## src/rtl/alu_cmd_sequencer_if.sv

```systemverilog
// Command and response channels between an initiator and the ALU command sequencer.
// The master side issues commands and consumes responses; the slave side is the sequencer.
interface alu_cmd_sequencer_if #(
    parameter int WIDTH = 8
);
    logic             cmd_valid;
    logic             cmd_ready;
    logic [1:0]       cmd_opcode;
    logic [WIDTH-1:0] cmd_a;
    logic [WIDTH-1:0] cmd_b;
    logic [3:0]       cmd_tag;

    logic             rsp_valid;
    logic             rsp_ready;
    logic [WIDTH-1:0] rsp_result;
    logic [3:0]       rsp_tag;
    logic [1:0]       rsp_opcode;
    logic             rsp_err;

    modport master (
        output cmd_valid, cmd_opcode, cmd_a, cmd_b, cmd_tag, rsp_ready,
        input  cmd_ready, rsp_valid, rsp_result, rsp_tag, rsp_opcode, rsp_err
    );

    modport slave (
        input  cmd_valid, cmd_opcode, cmd_a, cmd_b, cmd_tag, rsp_ready,
        output cmd_ready, rsp_valid, rsp_result, rsp_tag, rsp_opcode, rsp_err
    );
endinterface

```

## src/rtl/alu_cmd_sequencer.sv

```systemverilog
// Drives a combinational ALU from tagged commands, samples its result after a fixed
// settle time, and flags any sampled result that disagrees with the expected operation.
module alu_cmd_sequencer #(
    parameter int WIDTH  = 8,
    parameter int SETTLE = 1
) (
    input  logic               clk,
    input  logic               rst,
    alu_cmd_sequencer_if.slave bus,
    output logic [1:0]         alu_opcode,
    output logic [WIDTH-1:0]   alu_a,
    output logic [WIDTH-1:0]   alu_b,
    input  logic [WIDTH-1:0]   alu_result,
    output logic               err_seen,
    output logic [15:0]        op_count,
    output logic               busy
);
    typedef enum logic [1:0] {
        ST_IDLE,
        ST_SETTLE,
        ST_RESP
    } state_t;

    state_t           state;
    state_t           next_state;
    logic [3:0]       settle_cnt;
    logic [3:0]       tag_q;
    logic             accept;
    logic             sample;
    logic             rsp_done;
    logic [WIDTH-1:0] exp_result;
    logic             mismatch;

    always_ff @(posedge clk or posedge rst) begin
        if (rst) begin
            state <= ST_IDLE;
        end else begin
            state <= next_state;
        end
    end

    always_comb begin
        next_state    = state;
        bus.cmd_ready = 1'b0;
        bus.rsp_valid = 1'b0;
        accept        = 1'b0;
        sample        = 1'b0;
        rsp_done      = 1'b0;
        unique case (state)
            ST_IDLE: begin
                bus.cmd_ready = 1'b1;
                if (bus.cmd_valid) begin
                    accept     = 1'b1;
                    next_state = ST_SETTLE;
                end
            end
            ST_SETTLE: begin
                if (settle_cnt == 4'd0) begin
                    sample     = 1'b1;
                    next_state = ST_RESP;
                end
            end
            ST_RESP: begin
                bus.rsp_valid = 1'b1;
                if (bus.rsp_ready) begin
                    rsp_done   = 1'b1;
                    next_state = ST_IDLE;
                end
            end
            default: next_state = ST_IDLE;
        endcase
    end

    assign busy = (state != ST_IDLE);

    // Reference copy of the ALU; carry and borrow fall off the top naturally.
    always_comb begin
        exp_result = '0;
        case (alu_opcode)
            2'b00: exp_result = alu_a + alu_b;
            2'b01: exp_result = alu_a - alu_b;
            2'b10: exp_result = alu_a & alu_b;
            2'b11: exp_result = alu_a | alu_b;
        endcase
    end

    assign mismatch = (alu_result != exp_result);

    // ALU operands only move on acceptance so the ALU sees no glitches while idle.
    always_ff @(posedge clk or posedge rst) begin
        if (rst) begin
            alu_opcode     <= '0;
            alu_a          <= '0;
            alu_b          <= '0;
            tag_q          <= '0;
            settle_cnt     <= '0;
            bus.rsp_result <= '0;
            bus.rsp_tag    <= '0;
            bus.rsp_opcode <= '0;
            bus.rsp_err    <= 1'b0;
            err_seen       <= 1'b0;
            op_count       <= '0;
        end else begin
            if (accept) begin
                alu_opcode <= bus.cmd_opcode;
                alu_a      <= bus.cmd_a;
                alu_b      <= bus.cmd_b;
                tag_q      <= bus.cmd_tag;
                settle_cnt <= 4'(SETTLE - 1);
            end else if (state == ST_SETTLE && settle_cnt != 4'd0) begin
                settle_cnt <= settle_cnt - 4'd1;
            end
            if (sample) begin
                bus.rsp_result <= alu_result;
                bus.rsp_tag    <= tag_q;
                bus.rsp_opcode <= alu_opcode;
                bus.rsp_err    <= mismatch;
                if (mismatch) begin
                    err_seen <= 1'b1;
                end
            end
            if (rsp_done && op_count != 16'hFFFF) begin
                op_count <= op_count + 16'd1;
            end
        end
    end
endmodule
```

## src/flat_wrapper.sv

```systemverilog
// flat-port wrapper written by rule: the top's interface ports become plain ports
module alu_cmd_sequencer_flat 
#(
    parameter int WIDTH  = 8,
    parameter int SETTLE = 1
)
  (clk, rst, alu_opcode, alu_a, alu_b, alu_result, err_seen, op_count, busy, bus_cmd_valid, bus_cmd_opcode, bus_cmd_a, bus_cmd_b, bus_cmd_tag, bus_rsp_ready, bus_cmd_ready, bus_rsp_valid, bus_rsp_result, bus_rsp_tag, bus_rsp_opcode, bus_rsp_err);
  alu_cmd_sequencer_if #(.WIDTH(WIDTH)) bus_i ();
  input  logic clk;
  input  logic rst;
  output logic [1:0] alu_opcode;
  output logic [WIDTH-1:0] alu_a;
  output logic [WIDTH-1:0] alu_b;
  input  logic [WIDTH-1:0] alu_result;
  output logic err_seen;
  output logic [15:0] op_count;
  output logic busy;
  input wire logic [$bits(bus_i.cmd_valid)-1:0] bus_cmd_valid;
  input wire logic [$bits(bus_i.cmd_opcode)-1:0] bus_cmd_opcode;
  input wire logic [$bits(bus_i.cmd_a)-1:0] bus_cmd_a;
  input wire logic [$bits(bus_i.cmd_b)-1:0] bus_cmd_b;
  input wire logic [$bits(bus_i.cmd_tag)-1:0] bus_cmd_tag;
  input wire logic [$bits(bus_i.rsp_ready)-1:0] bus_rsp_ready;
  output wire logic [$bits(bus_i.cmd_ready)-1:0] bus_cmd_ready;
  output wire logic [$bits(bus_i.rsp_valid)-1:0] bus_rsp_valid;
  output wire logic [$bits(bus_i.rsp_result)-1:0] bus_rsp_result;
  output wire logic [$bits(bus_i.rsp_tag)-1:0] bus_rsp_tag;
  output wire logic [$bits(bus_i.rsp_opcode)-1:0] bus_rsp_opcode;
  output wire logic [$bits(bus_i.rsp_err)-1:0] bus_rsp_err;
  assign bus_i.cmd_valid = bus_cmd_valid;
  assign bus_i.cmd_opcode = bus_cmd_opcode;
  assign bus_i.cmd_a = bus_cmd_a;
  assign bus_i.cmd_b = bus_cmd_b;
  assign bus_i.cmd_tag = bus_cmd_tag;
  assign bus_i.rsp_ready = bus_rsp_ready;
  assign bus_cmd_ready = bus_i.cmd_ready;
  assign bus_rsp_valid = bus_i.rsp_valid;
  assign bus_rsp_result = bus_i.rsp_result;
  assign bus_rsp_tag = bus_i.rsp_tag;
  assign bus_rsp_opcode = bus_i.rsp_opcode;
  assign bus_rsp_err = bus_i.rsp_err;
  alu_cmd_sequencer #(.WIDTH(WIDTH), .SETTLE(SETTLE)) u_core (.clk(clk), .rst(rst), .bus(bus_i), .alu_opcode(alu_opcode), .alu_a(alu_a), .alu_b(alu_b), .alu_result(alu_result), .err_seen(err_seen), .op_count(op_count), .busy(busy));
endmodule
```

## config.mk

```make
export PLATFORM = sky130hd
export DESIGN_NAME = alu_cmd_sequencer_flat
export DESIGN_NICKNAME = d
export VERILOG_FILES = /design/src/rtl/alu_cmd_sequencer_if.sv /design/src/rtl/alu_cmd_sequencer.sv /design/src/flat_wrapper.sv
export SDC_FILE = /design/constraint.sdc
export NUM_CORES = 1
export LEC_CHECK = 0
export BUFFER_PORTS_ARGS = -buffer_cell sky130_fd_sc_hd__buf_2
export CORE_MARGIN = 1
export CORE_UTILIZATION = 57
export CTS_CLUSTER_SIZE = 25
export DETAILED_ROUTE_END_ITERATION = 8
export GPL_ROUTABILITY_DRIVEN = 0
export GPL_TIMING_DRIVEN = 0
export HOLD_SLACK_MARGIN = 0.08
export PLACE_DENSITY = 0.94
export SLEW_MARGIN = 25
export SYNTH_ARGS = -nofsm -noshare
export SYNTH_HDL_FRONTEND = slang
export SYNTH_SLANG_ARGS = --single-unit
```

## constraint.sdc

```tcl
create_clock -name clk -period 5 [get_ports clk]
set_input_delay 0.5 -clock clk [delete_from_list [all_inputs] [get_ports clk]]
set_output_delay 0.5 -clock clk [all_outputs]
set_load 0.005 [all_outputs]
```

==> flow_summary.ini <==
[outcome]
status = completed

[synth]
syn_inst = 294
seq_area_frac_synth_pct = 46.55
ys_seq_elements = 60
synth-async-reset-ratio_pct = 100.0
mappedNetlistNets = 341
synth_area_per_cell_sq_um = 10.97
yosysWarnings = 0
ys.flop_type = dfrtp_1
syn-cell-area_sq_um = 3226
ys_types = 49
synth_edf_count = 0

[cts]
clkSlewWorstSetupHoldPaths_ps = 70
post_cts_buffers = 0
postCtsResizedCells = 0
htreeDepth = 3
holdBufCountCts = 0
cts_sinks = 60
clock_path_buffers = 2
cts_tree = done
clock_latency_ps = 340
cts_buffers = 9
root_buffer = clkbuf_8

[place]
place_area_sq_um = 3769
hpwl_um = 5426
numPortBuffers = 86

[power_and_ir_drop]
power_frac_seq_pct = 27.5
p_comb_share_pct = 57.0
intPower_mw = 1.815
ir_drop_mv = 0.4769
p_sw_share_pct = 42.04
power.share.clock_pct = 15.5
finalPower_mw = 3.131
switching_power_mw = 1.316
power_density_nw_per_um2 = 786.0
total_leakage_power_nw = 1.892

[detailed_routing]
drcViolationCount = 0
routed_via_density = 5.635
vias = 2643
drtAntennaViolNets = 0
first_iter_violations = 214
drt-wirelength-per-cell_um = 16.06
dr.pass1.iters = 4
routed_wirelength_um = 7531

[setup_path]
path_delay_family = compound AO/OA/AOI/OAI gates
crit_arrival_ps = 3570
max_stage_delay_ps = 430
end_kind = flip-flop
worstPathCellList = buf_6 > nor2b_1 > clkbuf_1 > mux2i_1 > ha_1 > nor2b_1 > o31a_1 > or4_1 > a31o_2 > a22oi_1 > a31oi_1
ff2ff_path_depth = 11
cpMaxStageDelayCell = or4_1
r2r_end = u_core.err_seen
startpoint = u_core.alu_opcode[0]
critPathLaunchType = flip-flop
path_class = reg2reg
cp_common_cell = nor2b_1
cp_max_fo = 10
cp_num_buf_inv = 2
worstSetupEndpoint = u_core.err_seen
crit_required_ps = 5210
r2r_setup_slack_ps = 1640
r2r-start = u_core.alu_opcode[0]
cp.depth = 11

[grt]
grt_pass1_wl_um = 12460
grt_overflow_total = 0
first_global_vias = 2554
grt.total_usage_pct = 26.92
antenna_found_initial = 0
grt_max_degree = 37

[floorplanning]
dieHeight_um = 77.23
dieArea_sq_um = 5964
dieWidth_um = 77.23
initial_utilization_pct = 58.94
core_sq_um = 5473
ioPinCount = 87
fp-row-count = 27

[final_layout]
drive_above_1_share_pct = 35.52
syn2layout_area_growth_pct = 23.51
fillers = 385
antennaDiodeCount = 0
fin_nets = 439
design_area_sq_um = 3984

[min_path]
hp-class = in2async

[sta]
setup_tns_ps = 0
max_slew_margin_pct = 55.61
tightest_slew_ps = 665.8
finalCritPeriodShare_pct = 67.27
setup_viol_count_final = 0
period_needed_ps = 3364
hold_violations = 0
hold_ws_ps = 116.3
slew_viol_final = 0
grt_setup_unrepaired = no
fmax_mhz = 297.3
finClkSkew_ps = 6.567

[job]
cap_violations = 0
synth_stat cells, types with 2 or more instances:
| library cell | instances | area (sq um) |
|---|---|---|
| dfrtp_1 | 60 | 1501 |
| mux2_2 | 32 | 360.4 |
| nor2_1 | 26 | 97.59 |
| xnor2_1 | 20 | 175.2 |
| nand2_1 | 18 | 67.56 |
| inv_1 | 13 | 48.80 |
| xor2_1 | 13 | 113.9 |
| ha_1 | 12 | 150.1 |
| o21ai_0 | 9 | 45.04 |
| a31oi_1 | 8 | 50.05 |
| nand3_1 | 7 | 35.03 |
| nor3_1 | 7 | 35.03 |
| a21oi_1 | 6 | 30.03 |
| clkbuf_1 | 5 | 18.77 |
| maj3_1 | 4 | 40.04 |
| nand2b_1 | 4 | 25.02 |
| nand4_1 | 4 | 25.02 |
| nor2b_1 | 4 | 25.02 |
| a21o_1 | 3 | 22.52 |
| mux2i_1 | 3 | 30.03 |
| a211oi_1 | 2 | 15.01 |
| a22oi_1 | 2 | 15.01 |
| a32o_1 | 2 | 20.02 |
| buf_1 | 2 | 7.510 |
| maj3_2 | 2 | 22.52 |
| nor3b_1 | 2 | 15.01 |
| nor4b_1 | 2 | 17.52 |
flip-flops by register name, summed over array words and instances (netlist names):
signal / cells
u_core.alu_a: 8
u_core.alu_b: 8
u_core.alu_opcode: 2
u_core.bus.rsp_err: 1
u_core.bus.rsp_opcode: 2
u_core.bus.rsp_result: 8
u_core.bus.rsp_tag: 4
u_core.err_seen: 1
u_core.op_count: 16
u_core.settle_cnt: 4
u_core.state: 2
u_core.tag_q: 4
power by group through the flow:
stage | sequential, mW | combinational [mW] | clock [mW]
6_report | 0.861 | 1.79 | 0.485
5_1_grt | 0.884 | 1.95 | 0.505
3_5_place_dp | 0.860 | 1.74 | 0
3_3_place_gp | 0.843 | 1.66 | 0
4_1_cts | 0.857 | 1.77 | 0.489
2_1_floorplan | 0.842 | 1.28 | 0
worst min path at each step:
stage	to	startpoint	slack [ps]	cells past startpoint
4_1_cts	u_core.alu_b[7]	rst	120	2
3_5_place_dp	u_core.bus.rsp_opcode[1]	u_core.bus.rsp_opcode[1]	480	2
2_1_floorplan	u_core.bus.rsp_opcode[1]	u_core.bus.rsp_opcode[1]	470	2
6_report	u_core.alu_b[7]	rst	120	2
5_1_grt	u_core.alu_b[7]	rst	150	2
3_3_place_gp	u_core.bus.rsp_opcode[1]	u_core.bus.rsp_opcode[1]	460	2
placed cells by master (no fill, tap or decap), drive strengths merged, types with 2 or more instances in the layout:
cell type  Yosys  final
mux2i          3      3
bufinv         0      2
nand4          4      4
a21oi          6      6
a22oi          2      2
or2            2      2
dfrtp         60     60
o21ai          9      9
inv           13     14
nor3b          2      2
a2111oi        2      2
nor2b          4      4
a21o           3      3
ha            12     12
nand2b         4      4
nor4b          2      2
nand2         18     18
clkbuf         5     15
xor2          13     13
xnor2         20     20
buf            3     90
clkinv         0      3
nor3           7      7
a32o           2      2
maj3           6      6
a211oi         2      2
nor2          26     26
nand3          7      7
mux2          32     32
a31oi          8      8
stage by stage:
step	util (%)	worst slack, ps	cells
4_1_cts	72.79	1658	469
2_1_floorplan	-	2042	294
3_5_place_dp	68.86	1730	453
3_3_place_gp	68.45	1840	452
6_report	72.79	1636	469
5_1_grt	72.79	1513	469
area by class of cell:
| class | instances | area, sq um | share of cell area, % |
|---|---|---|---|
| well taps | 72 | 90.09 | 2.261 |
| multi-input cells | 213 | 1638 | 41.11 |
| plain buffers | 8 | 37.54 | 0.9422 |
| repair buffers | 87 | 450.4 | 11.31 |
| inverters | 13 | 51.30 | 1.288 |
| clock buffers | 10 | 127.6 | 3.204 |
| clock inverters | 6 | 87.58 | 2.198 |
| flip-flops and latches | 60 | 1501 | 37.69 |
worst reg2reg max path: stages, from the launching register on:
cell	delay [ps]
dfrtp_1	420
buf_6	170
nor2b_1	150
clkbuf_1	310
mux2i_1	360
ha_1	300
nor2b_1	150
o31a_1	280
or4_1	430
a31o_2	250
a22oi_1	290
a31oi_1	130
layer usage:
layer / routed length (um) / track usage [%] / vias up
met1: 3306 / 35.97 / 1280
li1: - / - / 1236
met5: 0 / 0 / -
met4: 142 / 12.08 / 0
met2: 3606 / 43.36 / 113
met3: 476 / 3.929 / 14
cells by family (layout without fill, tap and decap cells):
kind of cell,Yosys count,count (layout),synth area share [%]
multiplexers,35,35,12.10
XOR/XNOR,33,33,8.961
flip-flops,60,60,46.55
AND/OR/NAND/NOR,83,83,12.61
adder cells (fa/ha/maj),19,19,7.215
buffers and inverters,21,124,2.677
AO/OA/AOI/OAI,43,43,9.892
(Power assumes the default switching activity.)
